--- src/rtl/fetch_pkg.sv ---
// Shared fetch-stage types: predictor counter encodings, PC step, default reset PC.
// The saturating step helper is used by the predictor table's update port.
package fetch_pkg;

    typedef enum logic [1:0] {
        SNT = 2'b00,
        WNT = 2'b01,
        WT  = 2'b10,
        ST  = 2'b11
    } bht_cnt_e;

    localparam int          PC_STEP          = 4;
    localparam logic [31:0] DEFAULT_RESET_PC = 32'h0;

    function automatic logic [1:0] sat_step(input logic [1:0] cnt, input logic taken);
        logic [1:0] nxt;
        nxt = cnt;
        if (taken && cnt != ST) begin
            nxt = cnt + 2'd1;
        end else if (!taken && cnt != SNT) begin
            nxt = cnt - 2'd1;
        end
        return nxt;
    endfunction

endpackage

--- src/rtl/branch_history_table.sv ---
// 2-bit saturating predictor array; combinational read, update lands on the next edge.
// No backpressure: an update is accepted on every cycle that upd_vld_i is high.
module branch_history_table
    import fetch_pkg::*;
#(
    parameter int         IDX_BITS = 4,
    parameter logic [1:0] CNT_INIT = WNT
) (
    input  logic                clk_i,
    input  logic                rst_i,
    input  logic [IDX_BITS-1:0] rd_idx_i,
    output logic [1:0]          rd_cnt_o,
    input  logic                upd_vld_i,
    input  logic [IDX_BITS-1:0] upd_idx_i,
    input  logic                upd_taken_i
);

    localparam int ENTRIES = 1 << IDX_BITS;

    logic [1:0] cnt_q [ENTRIES];

    // Read returns the pre-update value when the same index is written this cycle.
    assign rd_cnt_o = cnt_q[rd_idx_i];

    always_ff @(posedge clk_i or posedge rst_i) begin
        if (rst_i) begin
            for (int i = 0; i < ENTRIES; i++) begin
                cnt_q[i] <= CNT_INIT;
            end
        end else if (upd_vld_i) begin
            cnt_q[upd_idx_i] <= sat_step(cnt_q[upd_idx_i], upd_taken_i);
        end
    end

endmodule

--- src/rtl/fetch_pc_predictor.sv ---
// Fetch PC register with branch prediction; new PC appears one cycle after selection.
// Stall_i holds the PC unless an EX mispredict forces a redirect in the same cycle.
module fetch_pc_predictor
    import fetch_pkg::*;
#(
    parameter int               XLEN         = 32,
    parameter int               BHT_IDX_BITS = 4,
    parameter logic [XLEN-1:0]  RESET_PC     = XLEN'(DEFAULT_RESET_PC),
    parameter logic [1:0]       CNT_INIT     = WNT
) (
    input  logic            clk_i,
    input  logic            rst_i,
    input  logic            Stall_i,
    input  logic            id_branch_i,
    input  logic [XLEN-1:0] id_pc_i,
    input  logic [XLEN-1:0] id_target_i,
    input  logic            ex_branch_i,
    input  logic [XLEN-1:0] ex_pc_i,
    input  logic [XLEN-1:0] ex_target_i,
    input  logic            ex_taken_i,
    input  logic            ex_pred_i,
    output logic [XLEN-1:0] pc_o,
    output logic            predict_taken_o,
    output logic            flush_ifid_o,
    output logic            flush_idex_o,
    output logic [31:0]     mispredict_cnt_o
);

    logic [XLEN-1:0] pc_q, pc_d;
    logic [31:0]     mcnt_q, mcnt_d;
    logic [1:0]      id_cnt;
    logic            mispredict;
    logic [XLEN-1:0] correction_pc;
    logic            unused_id_pc;

    assign unused_id_pc = ^{id_pc_i[XLEN-1:BHT_IDX_BITS+2], id_pc_i[1:0]};

    branch_history_table #(
        .IDX_BITS (BHT_IDX_BITS),
        .CNT_INIT (CNT_INIT)
    ) u_bht (
        .clk_i       (clk_i),
        .rst_i       (rst_i),
        .rd_idx_i    (id_pc_i[BHT_IDX_BITS+1:2]),
        .rd_cnt_o    (id_cnt),
        .upd_vld_i   (ex_branch_i),
        .upd_idx_i   (ex_pc_i[BHT_IDX_BITS+1:2]),
        .upd_taken_i (ex_taken_i)
    );

    assign predict_taken_o = id_branch_i & id_cnt[1];
    assign mispredict      = ex_branch_i & (ex_taken_i != ex_pred_i);
    assign correction_pc   = ex_taken_i ? ex_target_i : ex_pc_i + XLEN'(PC_STEP);

    assign flush_ifid_o = mispredict | (predict_taken_o & ~Stall_i);
    assign flush_idex_o = mispredict;

    // Mispredict correction outranks a stall: the stalled instruction is on the wrong path.
    always_comb begin
        pc_d = pc_q + XLEN'(PC_STEP);
        if (mispredict) begin
            pc_d = correction_pc;
        end else if (Stall_i) begin
            pc_d = pc_q;
        end else if (predict_taken_o) begin
            pc_d = id_target_i;
        end
    end

    always_comb begin
        mcnt_d = mcnt_q;
        if (mispredict && mcnt_q != 32'hFFFF_FFFF) begin
            mcnt_d = mcnt_q + 32'd1;
        end
    end

    always_ff @(posedge clk_i or posedge rst_i) begin
        if (rst_i) begin
            pc_q   <= RESET_PC;
            mcnt_q <= '0;
        end else begin
            pc_q   <= pc_d;
            mcnt_q <= mcnt_d;
        end
    end

    assign pc_o             = pc_q;
    assign mispredict_cnt_o = mcnt_q;

endmodule

--- config.mk ---
export PLATFORM = sky130hd
export DESIGN_NAME = fetch_pc_predictor
export DESIGN_NICKNAME = d
export VERILOG_FILES = /design/src/rtl/fetch_pkg.sv /design/src/rtl/branch_history_table.sv /design/src/rtl/fetch_pc_predictor.sv
export SDC_FILE = /design/constraint.sdc
export NUM_CORES = 1
export LEC_CHECK = 0
export ABC_AREA = 0
export CAP_MARGIN = 20
export CELL_PAD_IN_SITES_DETAIL_PLACEMENT = 2
export CELL_PAD_IN_SITES_GLOBAL_PLACEMENT = 2
export CORE_ASPECT_RATIO = 1.25
export CORE_MARGIN = 4
export CORE_UTILIZATION = 31
export DETAILED_ROUTE_END_ITERATION = 6
export PLACE_DENSITY = 0.84
export SYNTH_ARGS = -nofsm -noshare
export SYNTH_HDL_FRONTEND = slang
export SYNTH_SLANG_ARGS = --single-unit
--- constraint.sdc ---
create_clock -name clk_i -period 5.2 [get_ports clk_i]
set_input_delay 0.78 -clock clk_i [delete_from_list [all_inputs] [get_ports clk_i]]
set_output_delay 0.78 -clock clk_i [all_outputs]
set_load 0.005 [all_outputs]
# Word-level counts from Yosys, hierarchy flattened

Index checks and enable logic that the tools add are counted.

$add $sub $neg: 5
$lt $le $gt $ge: 3
Equal/unequal tests: 4
Multiplexer cells: 16
Bitwise gates (word level): 7
Reduce and logical (&&, ||, !) cells: 6

Operators by type and width:

| operator                                                    | number |
|---|---|
| 2-to-1 mux 32 bit                                           | 4 |
| adder 32 x 3 -> 32 bit (second input constant)              | 2 |
| adder 32 x 1 -> 32 bit (second input constant)              | 1 |
| bitwise mux 32 bit                                          | 1 |
| != test 32 bit (second input constant)                      | 1 |
| binary-select mux 2 bit (select 4 bit)                      | 2 |
| 2-to-1 mux 2 bit                                            | 8 |
| >= comparator 5 bit (second input constant)                 | 2 |
| inverter 4 -> 5 bit                                         | 2 |
| demux 2 bit (select 4 bit)                                  | 1 |
| less-than comparator 5 x 1 -> 1 bit (second input constant) | 1 |
| logical AND 1 bit                                           | 4 |
| AND 1 bit                                                   | 3 |
| adder 2 x 1 -> 2 bit (second input constant)                | 1 |
| != test 2 x 1 -> 1 bit (second input constant)              | 1 |
| != test 2 bit (second input constant)                       | 1 |
| nonzero test 2 bit                                          | 1 |
| subtractor 2 x 1 -> 2 bit (second input constant)           | 1 |
| zero test 1 bit                                             | 1 |
| != test 1 bit                                               | 1 |
| inverter 1 bit                                              | 1 |
| bitwise OR 1 bit                                            | 1 |

Flip-flop bits (word level): 96
Input port bits: 135
Output and inout port bits: 67
Logic and storage cells: 59

# Depth between registers and ports, before layout

Gate-level depths: netlist (run 1).

Depth in word-level cells: 10
Gate-level depth with buffers: 11
Gate-level depth less buffers: 9

# Cells and area by module

From an unflattened synthesis (run 1), not the netlist that was laid out.

Cells, all modules: 734
Area, all modules: 6715.2 um^2

Modules (own cells, without submodules):

| module               | instances | cells each | area each (um^2) | seq. area each (um^2) |
|---|---|---|---|---|
| fetch_pc_predictor   | 1         | 579        | 4715.8           | 1601.5 |
| branch_history_table | 1         | 155        | 1999.4           | 820.8 |

# Worst setup path after synthesis (run 1)

OpenSTA, ideal clock, no wires.

Kind: in2reg
Start: input port ex_pc_i[2]
End: register u_bht.cnt_q[3] (netlist name)
Library setup time: 0.123 ns
Arrival: 2.942 ns
Required time: 5.077 ns
Slack: 2.135 ns
Stages on the path: 9
Buffers on the path: 2
Cell sequence: buf_6 -> mux4_2 -> mux4_2 -> inv_1 -> ha_1 -> mux2_4 -> o21ai_4 -> buf_12 -> o21ai_2

Cells in the longest elaborated chain, start to end: 10
Elaborated cells between the ends (all ways): 19
Those cells by class: 2 x add/sub; 2 x order compare; 1 x eq/ne; 9 x mux; 1 x bitwise; 4 x reduce/logical

Ends and longest elaborated chain:

| what                                                                              | line                       | text |
|---|---|---|
| start: declaration                                                                | fetch_pc_predictor.sv:18   | `input logic [XLEN-1:0] ex_pc_i,` |
| inverter 4 -> 5 bit (not written as such) *                                       | branch_history_table.sv:31 | `cnt_q[upd_idx_i] <= sat_step(cnt_q[upd_idx_i], upd_taken_i);` |
| parallel branches: the longest is 8 deep, another holds subtractor 2 x 1 -> 2 bit | -                          |  |
| bitwise mux 32 bit *                                                              | branch_history_table.sv:31 |  |
| end signal: indexed assignment                                                    | branch_history_table.sv:31 |  |
| end: declaration                                                                  | branch_history_table.sv:20 | `logic [1:0] cnt_q [ENTRIES];` |

Every way passes the cells marked *. The select of a mux whose other input is x is not followed.
A chain may end at the register's enable or synchronous reset.

# Worst setup path after layout (run 1)

Start: input port id_pc_i[3]
End: output port flush_ifid_o

Cells in the longest elaborated chain, start to end: 7

Ends and longest elaborated chain:

| what                                                | line                       | text |
|---|---|---|
| start: declaration                                  | fetch_pc_predictor.sv:15   | `input logic [XLEN-1:0] id_pc_i,` |
| inverter 4 -> 5 bit (not written as such)           | branch_history_table.sv:23 | `assign rd_cnt_o = cnt_q[rd_idx_i];` |
| binary-select mux 2 bit (select 4 bit)              | branch_history_table.sv:23 |  |
| 2-to-1 mux 2 bit (not written as such) (2 in a row) | branch_history_table.sv:23 |  |
| AND 1 bit                                           | fetch_pc_predictor.sv:51   | `assign predict_taken_o = id_branch_i & id_cnt[1];` |
| AND 1 bit                                           | fetch_pc_predictor.sv:55   | `assign flush_ifid_o = mispredict \| (predict_taken_o & ~Stall_i);` |
| bitwise OR 1 bit                                    | fetch_pc_predictor.sv:55   |  |
| end: declaration                                    | fetch_pc_predictor.sv:24   | `output logic flush_ifid_o,` |

No other way between the ends. The select of a mux whose other input is x is not followed.

==> results of run 1 <==
-- power by group through the flow --
| stage | logic, W | registers, W | clock network (W) |
|---|---|---|---|
| final | 0.00131 | 0.00125 | 0.000759 |
| after CTS | 0.00132 | 0.00124 | 0.000777 |
| after detailed placement | 0.00131 | 0.00125 | 0 |
| after floorplan | 0.000847 | 0.00117 | 0 |
| after global routing | 0.00142 | 0.00128 | 0.000801 |
| after global placement | 0.00125 | 0.00123 | 0 |
-- synth_stat cells (all sizes together) (5+ instances only) --
library cell and number:
dfstp 16, o211ai 17, and4 14, mux2i 25
xor2 32, nand2 83, o22ai 9, a221oi 5
nor4 8, dfrtp 80, and3 18, nand3 55
nor3 23, nand4 34, nor2b 5, o21ai 59
a21oi 9, nand2b 8, a211oi 5, ha 8
xnor2 32, buf 16, and2 6, clkbuf 24
inv 21, nor2 43, mux4 12, a31oi 14
mux2 7
-- critical path, stage by stage --
cell and delay (ps):
clkdlybuf4s50_1 570, mux4_2 470, o211ai_2 110, a21oi_2 540, nor2_4 110, o21ai_1 170
clkdlybuf4s50_1 530
-- kinds of logic after synthesis --
group / Yosys count / synth area share
flip-flops: 96 / 0.356
adder cells (fa/ha/maj): 8 / 0.0147
AND/OR/NAND/NOR: 307 / 0.234
XOR/XNOR: 64 / 0.0851
multiplexers: 44 / 0.0924
buffers and inverters: 63 / 0.0502
AO/OA/AOI/OAI: 155 / 0.168
-- flip-flops by register name, indices dropped and copies added, names as in the netlist --
signal            cells
mispredict_cnt_o     32
pc_o                 32
u_bht.cnt_q          32
-- metrics by stage --
step | area, sq um | total power (W) | cells | hold WS, ps
after floorplan | 6810 | 0.00202 | 737 | 442
after global placement | 8730 | 0.00248 | 1161 | 450
after global routing | 9060 | 0.00350 | 1179 | 490
final | 9060 | 0.00331 | 1179 | 471
after CTS | 9060 | 0.00334 | 1177 | 475
after detailed placement | 8730 | 0.00256 | 1161 | 464
-- worst paths after layout --
kind	to	slack (ps)
min in group asynchronous	mispredict_cnt_o[16]	820
worst max register to register	u_bht.cnt_q[19]	2220
max in group asynchronous	pc_o[15]	3070
worst min-delay path	u_bht.cnt_q[28]	470
worst min register to register	u_bht.cnt_q[28]	470
worst max-delay path	flush_ifid_o	1130
-- per-layer routing --
metal / part of all wire / wire, um / vias to the layer above / GRT usage
li1: - / - / 3068 / -
met1: 0.40 / 11400 / 3458 / 0.280
met2: 0.53 / 14900 / 156 / 0.408
met3: 0.040 / 1130 / 37 / 0.0334
met4: 0.027 / 770 / 0 / 0.0844
met5: 0 / 0 / - / 0
-- layout by cell type, fill, tap and decap left out, types with 4 or more instances in the layout --
master,n
mux4_1,7
xnor2_1,31
and2_1,4
a221oi_1,5
nand2_1,83
a21oi_1,8
o21ai_2,21
mux2i_1,25
a211oi_1,5
ha_1,8
xor2_1,32
nor2_1,42
clkbuf_16,9
and4_1,13
mux2_2,6
and3_1,18
nand2b_1,8
buf_4,13
nand3_1,55
o21ai_0,16
o22ai_1,8
nor4_1,5
clkdlybuf4s50_1,173
nand4_1,33
mux4_2,5
nor3_1,23
o21ai_1,21
dfrtp_1,80
inv_1,19
o211ai_1,15
nor2b_1,5
dfstp_2,16
a31oi_1,14
-- area by class of cell --
class                           instances  area (sq um)  share of cell area
Clock inverter                          7           101              0.0112
Clock buffer                            9           225              0.0249
Tap cell                              279           349              0.0385
Multi-Input combinational cell        578          4050               0.447
Timing Repair Buffer                  186          1830               0.202
Antenna cell                            2          5.00            0.000552
Inverter                               22          83.8             0.00925
Sequential cell                        96          2420               0.267
==> metrics, run 1 <==
hold_buf cts 0; Initial Utilization 0.316; #FFs+latches synth 96; ratio of cells with drive above 1 in the final layout 0.110; endpoints failing hold 0; CTS root buffer clkbuf_16; Slew Viols, Final 0; post_cts resized 0; DRT Wirelength 28.2 mm; pin count of the biggest net entering global routing 61; type of the worst setup path input pin to output port; post-synth top area share 0.294; Die Y 174 um; status completed; Clock Power Share 0.229; via/cell ratio 5.70; Mapped Cells 737; Arr. time, crit path 3290 ps; Max Fanout on Critical Path 8; Required @ worst endpoint 4420 ps; Post-synth EDFFs 0; ys flop type dfrtp_1; worst rel slew slack 0.323; post-CTS setup buffers 0; core area 21500 sq um; Worst setup startpoint id_pc_i[3]; post-layout min period 4070 ps; antenna-violating nets left 0; worst reg2reg path depth 7; WL per Instance 23.9 um; clock buffer depth 2; cts bufs inserted 9; Final WS setup 1130 ps; # IOs 202; Seq pwr share 0.376; Critical R2R Launch u_bht.cnt_q[20]; # fillers 2352; Leak 3.66 nW; Comb pwr share 0.395; Port Buf Inserts 173; Switch Pwr 0.00126 W; Worst VDD drop 0.210 mV; synthesis-to-layout area growth 33.1%; # rows 60; worst slack at placement 890 ps; H-Tree Depth 3; Max-Cap Viols 0; CP endpoint kind output port; final core utilization 0.421; Final GP Congestion 0.841; Pre-antenna DRT Iters 5; Clock Skews 15.1 ps; GR Overflow Total 0; first-pass GRT wire length 44.2 mm; crit start category input pin; clk_lat worst skew 360 ps; die area 24400 sq um; 1st-iter DRT viols 417; number of global-route vias before repair 7382; Worst-Margin Slew 1010 ps; hold path depth 2; Netlist Area Pre-Place 6810 sq um; Final HPWL DP 21.4 mm; asr flop ratio synth 1.00; YS warnings 0; CTS tree yes; library cells used by synthesis 78; # clock sinks 96; period utilisation layout 0.783; initial antenna violation count 2; Worst Hold Launch u_bht.cnt_q[28]; worst min-delay path class flop to flop; Worst-path clk slew 70 ps; GRT Total Usage 0.230; Syn Nets 880; setup violators final 0; # DRC 0; Yosys top cell by area dfrtp_1; Setup Total Neg Slack 0 ps; cell-internal power 0.00205 W; Max Fclk 0.246 GHz; sw frac 0.381; post-synthesis area per instance 9.24 sq um; vias 6719; fin nets 1036; RSZ-0062 raised after global routing no; Area contributors post-synth dfrtp_1 29%, dfstp_2 6.2%, nand2_1 4.6%; Die Wd 141 um; PD cells 366 nW/um^2; sequential area share after synthesis 0.356
No activity file was read; power rests on OpenSTA's default activity.
==> run 2, diff against run 1 <==
--- a/config.mk
+++ b/config.mk
@@ -11,9 +11,9 @@
 export CELL_PAD_IN_SITES_GLOBAL_PLACEMENT = 2
 export CORE_ASPECT_RATIO = 1.25
 export CORE_MARGIN = 4
-export CORE_UTILIZATION = 31
+export CORE_UTILIZATION = 29
 export DETAILED_ROUTE_END_ITERATION = 6
-export PLACE_DENSITY = 0.84
+export PLACE_DENSITY = 0.8
 export SYNTH_ARGS = -nofsm -noshare
 export SYNTH_HDL_FRONTEND = slang
 export SYNTH_SLANG_ARGS = --single-unit
==> constraint.sdc (replaced) <==
create_clock -name clk_i -period 4.22 [get_ports clk_i]
set_input_delay 0.633 -clock clk_i [delete_from_list [all_inputs] [get_ports clk_i]]
set_output_delay 0.633 -clock clk_i [all_outputs]
set_load 0.005 [all_outputs]
==> run 2 against run 1 <==
Compared with the run above:
- setup slack got worse by 650 ps
- worst hold slack worse by 5.5 ps
- routed wire length down 1.0%
- critical path type unchanged
- highest routed layer unchanged
- first-iteration DRC count decreased by 24%
- largest cell class unchanged
- via count fell by 0.64%
==> metrics, run 2 (synthesis results as in run 1) <==
GR Overflow Total 0; Final GP Congestion 0.833; # DRC 0; CP endpoint kind output port; Worst-Margin Slew 1070 ps; post_cts resized 0; Multi-input gate area 4050 sq um; hold path depth 2; Max Fanout on Critical Path 8; Worst Hold Launch u_bht.cnt_q[20]; # IOs 202; CTS root buffer clkbuf_16; placed insts 1179; # clock sinks 96; worst rel slew slack 0.281; WL per Instance 23.3 um; Required @ worst endpoint 3590 ps; CP max stage delay 660 ps; Seq. cell area 2420 sq um; FF-to-FF End u_bht.cnt_q[25]; Leak 3.71 nW; Arr. time, crit path 3100 ps; first-pass GRT wire length 43.7 mm; status completed; sw frac 0.386; post-route cell area 9150 sq um; Critical R2R Launch u_bht.cnt_q[12]; type of the worst setup path input pin to output port; antenna-violating nets left 0; post-CTS setup buffers 0; Seq pwr share 0.375; CTS tree yes; hold_buf cts 0; Max Fclk 0.268 GHz; worst min-delay path class flop to flop; number of global-route vias before repair 7391; vias 6676; Worst Hold Path EP u_bht.cnt_q[20]; ratio of cells with drive above 1 in the final layout 0.119; setup violators final 0; via/cell ratio 5.57; # fillers 2513; Worst-path clk slew 80 ps; critical path's most frequent cell clkdlybuf4s50_1; Max-Cap Viols 0; commonest non-fill, non-tap cells in the layout 173 x clkdlybuf4s50_1, 83 x nand2_1, 80 x dfrtp_1; Buf+Inv Stages, Crit Path 2; Min Hold Slack 465 ps; RSZ-0062 raised after global routing no; fin nets 1045; 1st-iter DRT viols 317; pin count of the biggest net entering global routing 97; GRT Total Usage 0.213; DRT Wirelength 27.9 mm; Worst path slowest cell clkdlybuf4s50_1; H-Tree Depth 3; die area 26000 sq um; clk_lat worst skew 360 ps; placed cell area 8820 sq um; Die Y 179 um; crit start category input pin; initial antenna violation count 4; post-layout min period 3740 ps; Pre-antenna DRT Iters 4; cell family with most CP delay buffers and inverters; clock buffer depth 2; Initial Utilization 0.296; Setup Total Neg Slack 0 ps; commonest non-fill, non-tap cell in the layout clkdlybuf4s50_1; cts bufs inserted 9; endpoints failing hold 0; cell-internal power 0.00250 W; period utilisation layout 0.885; worst reg2reg path depth 8; # rows 62; synthesis-to-layout area growth 34.3%; Slew Viols, Final 0; Final HPWL DP 21.6 mm; PD cells 446 nW/um^2; Clock Skews 9.36 ps; r2r setup slk 1310 ps; Worst VDD drop 0.288 mV; Comb pwr share 0.406; core area 23000 sq um; Clock Power Share 0.219; worst path cell trace clkdlybuf4s50_1, mux4_2, o21ai_2, a21oi_2, nor2_4, o21ai_1, clkdlybuf4s50_1; Switch Pwr 0.00157 W; final core utilization 0.397; Die Wd 145 um; Port Buf Inserts 173; Post-Layout Cell Count 1199
run 2: cell count changes in the layout (fill, tap and decap cells not counted), sizes merged:
cell,change
buf,+9
diode,+2
clkinv,+2
bufinv,-1
clkinvlp,-1
run 2: worst min-delay path, delay by kind of cell, from the launching register on:
kind / cells / cell delay (ps)
flops: 1 / 370
compound gates: 1 / 50
simple gates: 1 / 40
run 2: through the flow:
| stage | total power [W] | setup WS (ps) |
|---|---|---|
| 6_report | 0.00408 | 484 |
| 5_1_grt | 0.00434 | 407 |
| 4_1_cts | 0.00412 | 477 |
| 3_5_place_dp | 0.00320 | 278 |
| 3_3_place_gp | 0.00311 | 375 |
| 2_1_floorplan | 0.00249 | 1110 |
run 2: power groups by stage:
stage	combinational [W]	sequential (W)	clock (W)
after floorplan	0.00104	0.00144	0
final	0.00166	0.00153	0.000891
after CTS	0.00168	0.00153	0.000919
after detailed placement	0.00166	0.00154	0
after global routing	0.00181	0.00157	0.000957
after global placement	0.00158	0.00152	0
run 2: metal layers:
metal	up-vias	wire, um	GRT usage
met5	-	0	0
met4	0	807	0.0701
met3	41	1260	0.0357
met2	176	14400	0.383
met1	3384	11500	0.263
li1	3075	-	-
run 2: how the worst max path moves through the flow:
stage | startpoint | end | depth (start not counted)
after floorplan | rst_i | mispredict_cnt_o[0] | 1
after global placement | ex_pc_i[2] | u_bht.cnt_q[20] | 9
after detailed placement | ex_pc_i[2] | u_bht.cnt_q[25] | 10
after CTS | id_pc_i[3] | flush_ifid_o | 7
after global routing | id_pc_i[3] | flush_ifid_o | 7
final | id_pc_i[3] | flush_ifid_o | 7
run 2: layout make-up:
type,instances,share of cell area
well taps,288,0.0394
clock inverters,7,0.00971
repair buffers,195,0.209
multi-input cells,578,0.442
clock buffers,9,0.0246
flip-flops and latches,96,0.265
inverters,22,0.00917
diodes,4,0.00109
